File: config.mk
export PLATFORM = sky130hd
export DESIGN_NAME = regfile_wr_arbiter_flat
export DESIGN_NICKNAME = d
export VERILOG_FILES = /design/src/rtl/regfile_wr_arbiter_if.sv /design/src/rtl/regfile_wr_arbiter.sv /design/src/flat_wrapper.sv
export SDC_FILE = /design/constraint.sdc
export NUM_CORES = 1
export LEC_CHECK = 0
export CAP_MARGIN = 20
export CORE_MARGIN = 4
export CORE_UTILIZATION = 43
export CTS_CLUSTER_DIAMETER = 150
export DETAILED_ROUTE_END_ITERATION = 8
export PLACE_DENSITY = 0.82
export SYNTH_ARGS = -nofsm -noshare
export SYNTH_HDL_FRONTEND = slang
export SYNTH_SLANG_ARGS = --single-unit
File: constraint.sdc
create_clock -name clk -period 2.7 [get_ports clk]
set_input_delay 0.405 -clock clk [delete_from_list [all_inputs] [get_ports clk]]
set_output_delay 0.405 -clock clk [all_outputs]
set_load 0.02 [all_outputs]
File: src/rtl/regfile_wr_arbiter_if.sv
// Write-port bundle between the three requesters, the arbiter and the register file.
interface regfile_wr_arbiter_if;
    logic [2:0]  req_i;
    logic [2:0]  lock_i;
    logic [3:0]  addr0_i;
    logic [3:0]  addr1_i;
    logic [3:0]  addr2_i;
    logic [15:0] data0_i;
    logic [15:0] data1_i;
    logic [15:0] data2_i;
    logic [2:0]  ack_o;
    logic        write_en;
    logic [3:0]  wrData;
    logic [15:0] DataIn;
    logic        locked_o;
    logic [1:0]  owner_o;

    modport slave (
        input  req_i, lock_i, addr0_i, addr1_i, addr2_i, data0_i, data1_i, data2_i,
        output ack_o, write_en, wrData, DataIn, locked_o, owner_o
    );

    modport master (
        output req_i, lock_i, addr0_i, addr1_i, addr2_i, data0_i, data1_i, data2_i,
        input  ack_o, write_en, wrData, DataIn, locked_o, owner_o
    );
endinterface

File: src/rtl/regfile_wr_arbiter.sv
// Round-robin arbiter for the register file write port, with locked bursts (optional CORE_PRIORITY_EN).
// Latency: ack is combinational; the accepted beat reaches the register file one cycle later.
// Backpressure: losers and non-owners during a lock see ack 0 and hold their request.
module regfile_wr_arbiter #(
    parameter int MAX_LOCK = 8
) (
    input  logic                clk,
    input  logic                rst,
    regfile_wr_arbiter_if.slave bus
);
    localparam logic [0:0] IDLE     = 1'b0;
    localparam logic [0:0] LOCKED   = 1'b1;
    localparam logic [1:0] NO_OWNER = 2'd3;

    logic [0:0]  state, state_nxt;
    logic [1:0]  rr_ptr, rr_nxt;
    logic [1:0]  owner, owner_nxt;
    logic [3:0]  beat_cnt, cnt_nxt, cnt_inc;
    logic [1:0]  win;
    logic        grant;
    logic [2:0]  ack;
    logic [3:0]  win_addr;
    logic [15:0] win_data;
    logic        wen_q;
    logic [3:0]  wr_addr_q;
    logic [15:0] wr_data_q;

    function automatic logic [1:0] wrap_add(input logic [1:0] base, input logic [1:0] k);
        logic [2:0] s;
        s = {1'b0, base} + {1'b0, k};
        return (s >= 3'd3) ? 2'(s - 3'd3) : s[1:0];
    endfunction

    always_comb begin
        state_nxt = state;
        rr_nxt    = rr_ptr;
        owner_nxt = owner;
        cnt_nxt   = beat_cnt;
        cnt_inc   = beat_cnt + 4'd1;
        grant     = 1'b0;
        win       = 2'd0;
        ack       = 3'b000;
        if (state == IDLE) begin
            // Scan downward so the candidate closest to rr_ptr overwrites the others.
            for (int k = 2; k >= 0; k--) begin
                if (bus.req_i[wrap_add(rr_ptr, 2'(k))]) begin
                    grant = 1'b1;
                    win   = wrap_add(rr_ptr, 2'(k));
                end
            end
`ifdef CORE_PRIORITY_EN
            if (bus.req_i[0]) begin
                grant = 1'b1;
                win   = 2'd0;
            end
`endif
            if (grant) begin
                rr_nxt = wrap_add(win, 2'd1);
                if (bus.lock_i[win] && MAX_LOCK > 1) begin
                    state_nxt = LOCKED;
                    owner_nxt = win;
                    cnt_nxt   = 4'd1;
                end
            end
        end else begin
            if (bus.req_i[owner]) begin
                grant = 1'b1;
                win   = owner;
            end
`ifdef CORE_PRIORITY_EN
            if (bus.req_i[0] && owner != 2'd0) begin
                grant = 1'b1;
                win   = 2'd0;
            end
`endif
            // beat_cnt counts beats already taken, so this beat is number cnt_inc.
            if (!grant || win != owner || !bus.lock_i[owner] || cnt_inc == 4'(MAX_LOCK)) begin
                state_nxt = IDLE;
                owner_nxt = NO_OWNER;
                cnt_nxt   = 4'd0;
                rr_nxt    = (grant && win != owner) ? wrap_add(win, 2'd1) : wrap_add(owner, 2'd1);
            end else begin
                cnt_nxt = cnt_inc;
            end
        end
        if (grant) ack[win] = 1'b1;
    end

    always_comb begin
        case (win)
            2'd0:    begin win_addr = bus.addr0_i; win_data = bus.data0_i; end
            2'd1:    begin win_addr = bus.addr1_i; win_data = bus.data1_i; end
            default: begin win_addr = bus.addr2_i; win_data = bus.data2_i; end
        endcase
    end

    always_ff @(posedge clk or posedge rst) begin
        if (rst) begin
            state     <= IDLE;
            rr_ptr    <= 2'd0;
            owner     <= NO_OWNER;
            beat_cnt  <= 4'd0;
            wen_q     <= 1'b0;
            wr_addr_q <= 4'd0;
            wr_data_q <= 16'd0;
        end else begin
            state    <= state_nxt;
            rr_ptr   <= rr_nxt;
            owner    <= owner_nxt;
            beat_cnt <= cnt_nxt;
            // Register 0 is hard zero: its beats are consumed without a strobe.
            wen_q    <= grant && (win_addr != 4'd0);
            if (grant && win_addr != 4'd0) begin
                wr_addr_q <= win_addr;
                wr_data_q <= win_data;
            end
        end
    end

    assign bus.ack_o    = ack;
    assign bus.write_en = wen_q;
    assign bus.wrData   = wr_addr_q;
    assign bus.DataIn   = wr_data_q;
    assign bus.locked_o = (state == LOCKED);
    assign bus.owner_o  = owner;
endmodule
File: src/flat_wrapper.sv
// flat-port wrapper written by rule: the top's interface ports become plain ports
module regfile_wr_arbiter_flat 
#(
    parameter int MAX_LOCK = 8
)
  (clk, rst, bus_req_i, bus_lock_i, bus_addr0_i, bus_addr1_i, bus_addr2_i, bus_data0_i, bus_data1_i, bus_data2_i, bus_ack_o, bus_write_en, bus_wrData, bus_DataIn, bus_locked_o, bus_owner_o);
  regfile_wr_arbiter_if bus_i ();
  input  logic clk;
  input  logic rst;
  input wire logic [$bits(bus_i.req_i)-1:0] bus_req_i;
  input wire logic [$bits(bus_i.lock_i)-1:0] bus_lock_i;
  input wire logic [$bits(bus_i.addr0_i)-1:0] bus_addr0_i;
  input wire logic [$bits(bus_i.addr1_i)-1:0] bus_addr1_i;
  input wire logic [$bits(bus_i.addr2_i)-1:0] bus_addr2_i;
  input wire logic [$bits(bus_i.data0_i)-1:0] bus_data0_i;
  input wire logic [$bits(bus_i.data1_i)-1:0] bus_data1_i;
  input wire logic [$bits(bus_i.data2_i)-1:0] bus_data2_i;
  output wire logic [$bits(bus_i.ack_o)-1:0] bus_ack_o;
  output wire logic [$bits(bus_i.write_en)-1:0] bus_write_en;
  output wire logic [$bits(bus_i.wrData)-1:0] bus_wrData;
  output wire logic [$bits(bus_i.DataIn)-1:0] bus_DataIn;
  output wire logic [$bits(bus_i.locked_o)-1:0] bus_locked_o;
  output wire logic [$bits(bus_i.owner_o)-1:0] bus_owner_o;
  assign bus_i.req_i = bus_req_i;
  assign bus_i.lock_i = bus_lock_i;
  assign bus_i.addr0_i = bus_addr0_i;
  assign bus_i.addr1_i = bus_addr1_i;
  assign bus_i.addr2_i = bus_addr2_i;
  assign bus_i.data0_i = bus_data0_i;
  assign bus_i.data1_i = bus_data1_i;
  assign bus_i.data2_i = bus_data2_i;
  assign bus_ack_o = bus_i.ack_o;
  assign bus_write_en = bus_i.write_en;
  assign bus_wrData = bus_i.wrData;
  assign bus_DataIn = bus_i.DataIn;
  assign bus_locked_o = bus_i.locked_o;
  assign bus_owner_o = bus_i.owner_o;
  regfile_wr_arbiter #(.MAX_LOCK(MAX_LOCK)) u_core (.clk(clk), .rst(rst), .bus(bus_i));
endmodule
==> metrics.txt <==
final worst slack=-0.0598 ns; Final Critical Period=2.76 ns; vias in the first global route=2352; Vias/cell=5.48; Post-synth EDFFs=0; antenna viol nets, final=0; maxcap violations=0; total design power=5.34 mW; top cell type's share of synthesized area=0.322; fmax=362 MHz; period utilisation layout=1.02; Remaining DRCs=0; die width=79.2 µm; met3 Resource Use GR=0.0544; critical path, cell by cell=ha_4 -> and4bb_1 -> o21ai_2 -> nand3_2 -> nor3_4 -> buf_12 -> a221oi_4 -> a41oi_4 -> buf_12 -> clkbuf_16 -> mux2i_1; mapped cell area=0.00218 mm²; Leak Pwr=1.72 nW; 1st-pass router iterations=4; Worst EP arrival=2.96 ns; drt total wl=7.73 mm; Worst Hold Class=in2async; TNS Setup=-0.113 ns; Post-DP HPWL=5.25 mm; crit start category=flip-flop; Ant. Diodes=0; initial antenna violation count=0; CTS tree=yes; Layout Skew=0.00144 ns; total CTS buffers=5; worst relative slew slack=0.746; pre-CTS setup slack=-0.256 ns; post-synthesis async set-or-reset flop share=1.00; io pins=95; Syn Inst Count=237; total gr overflow=0; commonest non-fill, non-tap cell in the layout=clkdlybuf4s50_1; Avg Inst Size Synth=9.19 µm²; met2 GRT Util=0.385; met1 Track Usage GR=0.261; die area=0.00627 mm²; Placed Area=0.00341 mm²; die height=79.2 µm; fillcell total=318; Power Density=1400 mW/mm²; WP data required=2.90 ns; crit-path leading delay family=simple AND/OR/NAND/NOR gates; most frequent cells in the layout=91 x clkdlybuf4s50_1, 34 x buf_4, 30 x inv_1, 27 x dfrtp_1, 21 x a21oi_1; routability cong.=0.859; largest net degree at the start of global routing=31; design area=0.00380 mm²; failing checks=negative setup slack; largest area contributor in the netlist=dfrtp_1; drt wl/cell=17.8 µm; nets=442; Detailed Route Iter0 Violations=139; Total GRT Usage=0.223; top area cells in the synthesized netlist=dfrtp_1 32%, mux2i_1 10%, a22o_1 7.6%, inv_1 5.5%, a21oi_1 5.1%; post-synthesis cell type count=49; final setup violation count=3; sequential area share after synthesis=0.346; Main synth FF type=dfrtp_1; critical path endpoint category=flip-flop; PortBufs=94; Buf+Inv Stages, Crit Path=3; max-slew violation count=0; CP max stage cell=dfrtp_2; RSZ-0062 raised after global routing=yes; worst slew pin tran=0.378 ns; area grow syn2layout=74.4%; Top Usage Layer GRT=met2; core box area=0.00482 mm²; row count=25; synthesis-stage register bit count=30; TritonCTS sink count=30; first-pass GRT wire length=10.8 mm; VDD IR-drop max=0.736 mV; Clock Pin Slew Worst Setup and Hold Paths=0.07 ns; status=finished with violations; crit path max fanout=6; H-Tree Depth=2; final core occ=0.789; Syn Nets=312; CP peak stage delay=0.44 ns; Max Buffers Root-to-Sink=2; Final Hold Viols=0; CP most frequent cell=buf_12; starting density of the core=0.452; Synth Warn #=0; critical path type=reg2reg; Root Buffer=clkbuf_8; layout cells sized above 1=0.226; via count=2383; clock latency on the worst-skew pair=0.29 ns
-- sequential cells by signal (all words and copies together) (netlist names) --
| register | flops |
|---|---|
| u_core.beat_cnt | 4 |
| u_core.bus.wrData | 4 |
| u_core.bus.DataIn | 16 |
| u_core.bus.owner_o | 2 |
| u_core.rr_ptr | 2 |
| u_core.bus.locked_o | 1 |
| u_core.bus.write_en | 1 |
-- per-layer routing --
layer  up-vias  share of wire
met5         -              0
met4         0          0.040
met3        22          0.049
met2        88           0.51
met1      1137           0.40
li1       1136              -
-- metrics by stage --
stage	cells	hold slack [ns]
3_3_place_gp	420	0.505
4_1_cts	429	0.492
3_5_place_dp	420	0.505
5_1_grt	435	0.545
2_1_floorplan	237	0.494
6_report	435	0.474
-- where the power goes --
part	switching (mW)	total (mW)	leakage [nW]	internal (mW)
Clock	0.178	0.454	0.0524	0.276
Combinational	1.94	4.02	1.31	2.08
Sequential	0.167	0.864	0.359	0.697
-- repair_timing --
item,in CTS,in global routing
gates cloned,0,3
hold buffers,0,0
endpoints found under the setup margin,22,23
resized for setup,16,25
hold endpoints to repair,0,0
setup buffers,1,7
pin swaps,2,14
-- tightest hold or removal path: stages --
cell,delay [ns]
clkdlybuf4s50_1,0.39
inv_1,0.05
buf_4,0.33
-- path summary, 6_finish.rpt --
path / cells after the start / end / startpoint / slack [ns]
min in group clk: 2 / u_core.bus.DataIn[13] / u_core.bus.DataIn[13] / 0.51
worst max-delay path: 11 / u_core.bus.DataIn[0] / u_core.rr_ptr[1] / -0.06
worst min register to register: 2 / u_core.bus.DataIn[13] / u_core.bus.DataIn[13] / 0.51
max in group asynchronous: 3 / u_core.bus.owner_o[1] / rst / 1.92
worst min-delay path: 3 / u_core.bus.DataIn[9] / rst / 0.47
worst max register to register: 11 / u_core.bus.DataIn[0] / u_core.rr_ptr[1] / -0.06
-- logic make-up (layout without fill, tap and decap cells) --
logic type,Yosys count,in the layout,synth area share
AO/OA/AOI/OAI,85,85,0.282
adder cells (fa/ha/maj),8,8,0.0448
buffers and inverters,47,178,0.0959
flip-flops,30,30,0.346
AND/OR/NAND/NOR,45,45,0.130
multiplexers,22,22,0.101
-- synth_stat cells, types with 2 or more instances --
master and n:
ha_1 7, nor3b_1 2, a221oi_1 4, and3_1 2, a22oi_1 2, a32oi_1 4, a21o_1 3, nand3_1 7
nor2b_1 4, inv_2 2, o22a_1 2, nand4_1 2, a22o_1 19, a21oi_1 22, nand2_1 9, dfrtp_1 28
and4bb_1 2, nand3b_1 3, o21ai_1 2, o211ai_1 4, nor2_1 5, mux2i_1 22, o22ai_1 2, o21ai_0 11
clkbuf_1 2, inv_1 32, dfstp_2 2, buf_6 3, buf_2 8
-- area by class of cell --
class | instances | area [µm²] | area share
Sequential cell | 30 | 754 | 0.199
Timing Repair Buffer | 136 | 1350 | 0.354
Multi-Input combinational cell | 160 | 1380 | 0.364
Tap cell | 67 | 83.8 | 0.0221
Clock buffer | 7 | 76.3 | 0.0201
Inverter | 34 | 128 | 0.0336
Clock inverter | 1 | 30.0 | 0.00790
Power figures use the tool's default switching activity.
==> edit 1: new RTL, same flow settings <==
The option `CORE_PRIORITY_EN` is turned on by a define.
--- a/src/rtl/regfile_wr_arbiter.sv
+++ b/src/rtl/regfile_wr_arbiter.sv
@@ -2,4 +2,6 @@
 // Latency: ack is combinational; the accepted beat reaches the register file one cycle later.
 // Backpressure: losers and non-owners during a lock see ack 0 and hold their request.
+`define CORE_PRIORITY_EN
+
 module regfile_wr_arbiter #(
     parameter int MAX_LOCK = 8
Check against the original RTL: not equivalent (a bounded check fails within 4 cycles, from zero or initial values and one cycle with rst high).
==> edit 1 against the unedited design <==
The flow still finishes with violations (setup timing). Synthesized area down 0.98%. Design area decreased by 1.1%. Total power fell by 21%. First-iteration DRC count down 9.4%. Clock power is 15% lower. Setup slack got worse by 0.18 ns. Wire length is 4.0% lower. Sequential cell count unchanged. Sequential share of layout area up 0.18 points. Critical path type unchanged.
==> edit 1: results (changes against the unedited design) <==
Parameter                              Value

Worst setup path
  Maximum fanout count along the critical path    10 (+4)
  Crit-path leading delay family    compound AO/OA/AOI/OAI gates
  Library cell contributing the largest single delay on the critical path    sky130_fd_sc_hd__dfrtp_1
  Slowest cell delay on critical path    0.42 ns (-0.02 ns)
  Data arrival time of the critical path    3.10 ns (+0.14 ns)
  R2r endpoint    u_core.bus.DataIn[4]

Global route
  Via count of the first global-routing pass    2388 (+1.5%)
  Tot GR Track Use    21.95% (-0.34 points)
  First-pass GRT wire length    10900 µm (+0.52%)

Cells and area
  Number of nets in the finished design    456 (+3.2%)
  Layout cell share with drive strength beyond 1    27.30% (+4.7 points)
  Fill cell instance count of the final layout    298 (-6.3%)

Place
  Final GP Congestion    0.8977 (+4.5%)
  Pre-CTS setup slack    -0.2959 ns (-0.04013 ns)
  Sum of net half-perimeters after detailed placement    5238 µm (-0.22%)

Routing
  DRT Wirelength    7418 µm (-4.0%)
  Detailed Route Iter0 Violations    126 (-9.4%)
  DR vias/cell    5.431 (-0.86%)

STA
  Worst hold margin    0.5019 ns (+0.02841 ns)
  Final setup slack of the worst path    -0.2405 ns (-0.1807 ns)
  Setup violation total in the final timing report    20 (+17)
  Max Clock Skew    0.006882 ns (+0.005444 ns)
  Relative slew slack    64.79% (-9.8 points)

Logic synthesis
  Top cells by instance count after synthesis    sky130_fd_sc_hd__inv_1 (31), sky130_fd_sc_hd__dfrtp_1 (28), sky130_fd_sc_hd__o21ai_0 (28)
  Register area share after synthesis    34.92% (+0.34 points)
  Most area-consuming cells after synthesis    sky130_fd_sc_hd__dfrtp_1 (32%), sky130_fd_sc_hd__o21ai_0 (6.5%), sky130_fd_sc_hd__a22oi_1 (6.3%)
  Count of different cell masters after synthesis    50 (+2.0%)

Power and ir drop
  Sw Pwr    1.703 mW (-26%)
  LEAKAGE    1.673 nW (-2.6%)
  Worst ir drop on vdd    0.0008342 V (+13%)

Run status
  Failing checks    setup timing
  Run status    complete, but fails checks
-- edit 1: worst max path at each step --
stage,to,slack [ns],cells after the start
finish,u_core.bus.DataIn[4],-0.24,11
global route,u_core.bus.wrData[0],-0.34,11
CTS,u_core.bus.DataIn[4],-0.23,11
detailed placement,u_core.bus.DataIn[4],-0.30,10
global placement,bus_ack_o[0],-0.23,8
floorplan,u_core.bus.DataIn[15],-0.17,11
-- edit 1: power by group through the flow --
stage	logic, mW	registers, mW	clock network (mW)
detailed placement	2.66	0.818	0
finish	3.00	0.822	0.388
global route	3.21	0.846	0.414
CTS	2.72	0.818	0.388
global placement	2.60	0.813	0
floorplan	1.34	1.05	0
-- edit 1: cell families after synthesis --
logic type / share of synthesized area [%]
compound gates: 29.47
simple gates: 10.27
buf+inv: 7.714
flops: 34.92
mux: 12.99
fa+ha+maj: 4.641
-- edit 1: what timing repair did --
action	4_1_cts	5_1_grt
buffers inserted	2	10
endpoints found under the setup margin	21	24
gates cloned	0	2
pin swaps	3	2
hold buffers	0	0
resized for setup	14	18
-- edit 1: final cells by class --
type	instances	area, µm²	share of cell area, %
Clock buffer	6	82.58	2.197
Clock inverter	2	12.51	0.3329
Inverter	31	116.4	3.096
Multi-Input combinational cell	166	1329	35.35
Sequential cell	30	753.2	20.04
Tap cell	67	83.83	2.230
Timing Repair Buffer	146	1381	36.75
-- edit 1: routing by layer --
| layer | part of all wire, % | track usage [%] | vias to the layer above |
|---|---|---|---|
| met5 | 0 | 0 | - |
| met4 | 1.9 | 6.873 | 0 |
| met3 | 6.6 | 6.689 | 12 |
| met2 | 53 | 38.71 | 82 |
| met1 | 38 | 25.48 | 1177 |
| li1 | - | - | 1162 |
-- edit 1: per-stage QoR --
step           instance area (µm²)  TNS [ns]  total power, mW  cells  utilization, %
2_1_floorplan                 2212    -1.392            2.382    236               -
3_3_place_gp                  3496    -3.733            3.411    428           73.05
3_5_place_dp                  3496    -5.389            3.474    428           73.05
4_1_cts                       3616    -3.607            3.922    438           75.56
5_1_grt                       3759    -5.971            4.467    448           78.54
6_report                      3759    -3.934            4.211    448           78.54
-- edit 1: worst reg2reg max path, delay by kind of cell (launching register included) --
family / cells / cell delay, ns
flops: 1 / 0.42
buf+inv: 3 / 0.38
simple gates: 1 / 0.37
mux: 1 / 0.30
compound gates: 5 / 1.19
fa+ha+maj: 1 / 0.18
==> edit 2: new RTL, same flow settings <==
Without the edit above. Make the reset (`rst`) synchronous in one clocked block.
--- a/src/rtl/regfile_wr_arbiter.sv
+++ b/src/rtl/regfile_wr_arbiter.sv
@@ -95,5 +95,5 @@
     end
 
-    always_ff @(posedge clk or posedge rst) begin
+    always_ff @(posedge clk) begin
         if (rst) begin
             state     <= IDLE;
Formal check against the unedited RTL: differs if rst is asserted again (counterexample within 4 cycles, from zero or initial values and one cycle with rst high); with rst held inactive, the same outputs for 10 cycles.
==> edit 2 against the unedited design <==
The run still ends with setup timing left. Non-clock buffer count grew 20. Clock skew up 0.0064 ns. Total power fell by 3.4%. Hold slack gained 0.020 ns. Design area rose by 2.5%. Wire length is 18% higher. Setup slack lost 0.18 ns. Sequential share of layout area down 4.3 points. Global-route usage rose by 3.0 points. Synthesized area down 0.34%. Sequential cell count stayed put. Critical endpoint is now u_core.bus.DataIn[15]. Largest cell class unchanged. Largest power group unchanged.
==> edit 2: results (changes against the unedited design) <==
Parameter                              Value

Cells and area
  Antenna diodes    0 (unchanged)
  Number of nets in the finished design    470 (+6.3%)
  Largest register FFs    16 (unchanged)
  Layout cell share with drive strength beyond 1    30.81% (+8.3 points)

Clock tree
  Clock Root Buffer    sky130_fd_sc_hd__clkbuf_8
  Number of buffers added by the clock tree synthesis step    5 (unchanged)
  Skew-Pair Late Insertion Delay    0.29 ns (about the same)
  Maximum clock insertion buffer count    2 (unchanged)
  H-Tree Depth    2 (unchanged)
  Clock slew at the register clock pins of the worst setup and hold paths    0.07 ns (about the same)

Worst setup path
  Timing startpoint of the critical path    u_core.rr_ptr[0]
  Library cell contributing the largest single delay on the critical path    sky130_fd_sc_hd__dfxtp_4
  Crit-path leading delay family    compound AO/OA/AOI/OAI gates
  Maximum fanout count along the critical path    8 (+2)
  Data arrival time of the critical path    3.12 ns (+0.16 ns)
  Slowest cell delay on critical path    0.36 ns (-0.08 ns)
  Capturing instance or port of the critical path    u_core.bus.DataIn[15]
  Worst-case reg-to-reg path depth    13 (+2)

Logic synthesis
  Register area share after synthesis    27.67% (-6.9 points)
  Yosys warnings    0 (unchanged)
  Synthesized Nets    323 (+3.5%)
  Most area-consuming cells after synthesis    sky130_fd_sc_hd__dfxtp_1 (28%), sky130_fd_sc_hd__mux2_4 (6.2%), sky130_fd_sc_hd__a21oi_1 (5.8%)
  Fraction of synthesis flops using an asynchronous set or reset pin    0% (-100 points)
  Count of different cell masters after synthesis    52 (+6.1%)
  Top cells by instance count after synthesis    sky130_fd_sc_hd__dfxtp_1 (30), sky130_fd_sc_hd__a21oi_1 (25), sky130_fd_sc_hd__nand2_1 (23)

Global route
  Tot GR Track Use    25.24% (+3.0 points)
  Number of antenna violations at the first check in global routing    0 (unchanged)
  Via count of the first global-routing pass    2618 (+11%)
  First-pass GRT wire length    12430 µm (+15%)
  Pin count of the biggest net entering global routing    44 (+42%)

Routing
  Iteration count of the initial detailed-routing pass    5 (+1)
  Vias post-DR    2690 (+13%)
  Detailed Route Iter0 Violations    251 (+81%)
  DRT Wirelength    9124 µm (+18%)

Place
  Sum of net half-perimeters after detailed placement    5227 µm (-0.43%)
  Final GP Congestion    0.8530 (-0.72%)
  IO buf count    94 (unchanged)

Power and ir drop
  Worst ir drop on vdd    0.0007654 V (+3.9%)
  LEAKAGE    1.610 nW (-6.3%)
  Net switching share of the total power    41.87% (-0.96 points)

Worst hold path
  End point of the most critical hold path    u_core.bus.wrData[3]
  Worst hold-check path type    register to register
  Worst Hold Launch    u_core.bus.wrData[3]
  Cells on Worst Hold Path    2

STA
  Total negative setup slack    -3.381 ns (-3.268 ns)
  Slew at the pin with the worst max-slew slack    0.5364 ns (+0.1588 ns)
  Final setup slack of the worst path    -0.2359 ns (-0.1761 ns)
  Max Clock Skew    0.007855 ns (+0.006417 ns)
  Setup violation total in the final timing report    17 (+14)

Run status
  Run status    complete, but fails checks
  Failing checks    setup timing
[edit 2: layout make-up]
type	count	area, µm²
Clock buffer	6	82.58
Inverter	9	36.28
Clock inverter	2	12.51
Timing Repair Buffer	156	1506
Sequential cell	30	605.6
Tap cell	67	83.83
Fill cell	323	922.1
Multi-Input combinational cell	193	1568
[edit 2: routing by layer]
metal | share of wire, % | wire (µm) | track usage (%)
met1 | 38 | 3439 | 28.89
met2 | 50 | 4598 | 44.11
met3 | 8.2 | 752 | 7.370
met4 | 3.6 | 333 | 9.622
met5 | 0 | 0 | 0
[edit 2: kinds of logic after synthesis]
group / synth area share (%)
AO/OA/AOI/OAI: 29.63
multiplexers: 14.64
buffers and inverters: 6.743
flip-flops: 27.67
adder cells (fa/ha/maj): 4.034
AND/OR/NAND/NOR: 17.29
[edit 2: stage by stage]
stage	cell area [µm²]	worst slack (ns)	hold WS (ns)	instances
detailed placement	3407	-0.4205	0.4713	431
CTS	3741	-0.01203	0.4830	452
global placement	3407	-0.3433	0.4713	431
finish	3895	-0.2359	0.4934	463
global route	3895	-0.2571	0.5310	463
floorplan	2185	0.02567	0.4739	248
[edit 2: tightest hold or removal path: stages, from the launching register on]
cell and delay, ns:
sky130_fd_sc_hd__dfxtp_1 0.31, sky130_fd_sc_hd__nand2b_1 0.07, sky130_fd_sc_hd__o32ai_1 0.06
[edit 2: repair_timing]
action	CTS	global route
resized for setup	36	23
pin swaps	8	12
buffers inserted	12	11
cloned	2	0
endpoints found under the setup margin	19	19
[edit 2: power by group through the flow]
stage	sequential, mW	clock, mW	combinational (mW)
after floorplan	0.852	0	1.73
after global placement	0.711	0	2.83
after detailed placement	0.711	0	2.89
after CTS	0.718	0.387	3.47
after global routing	0.757	0.415	4.22
final	0.736	0.395	4.03
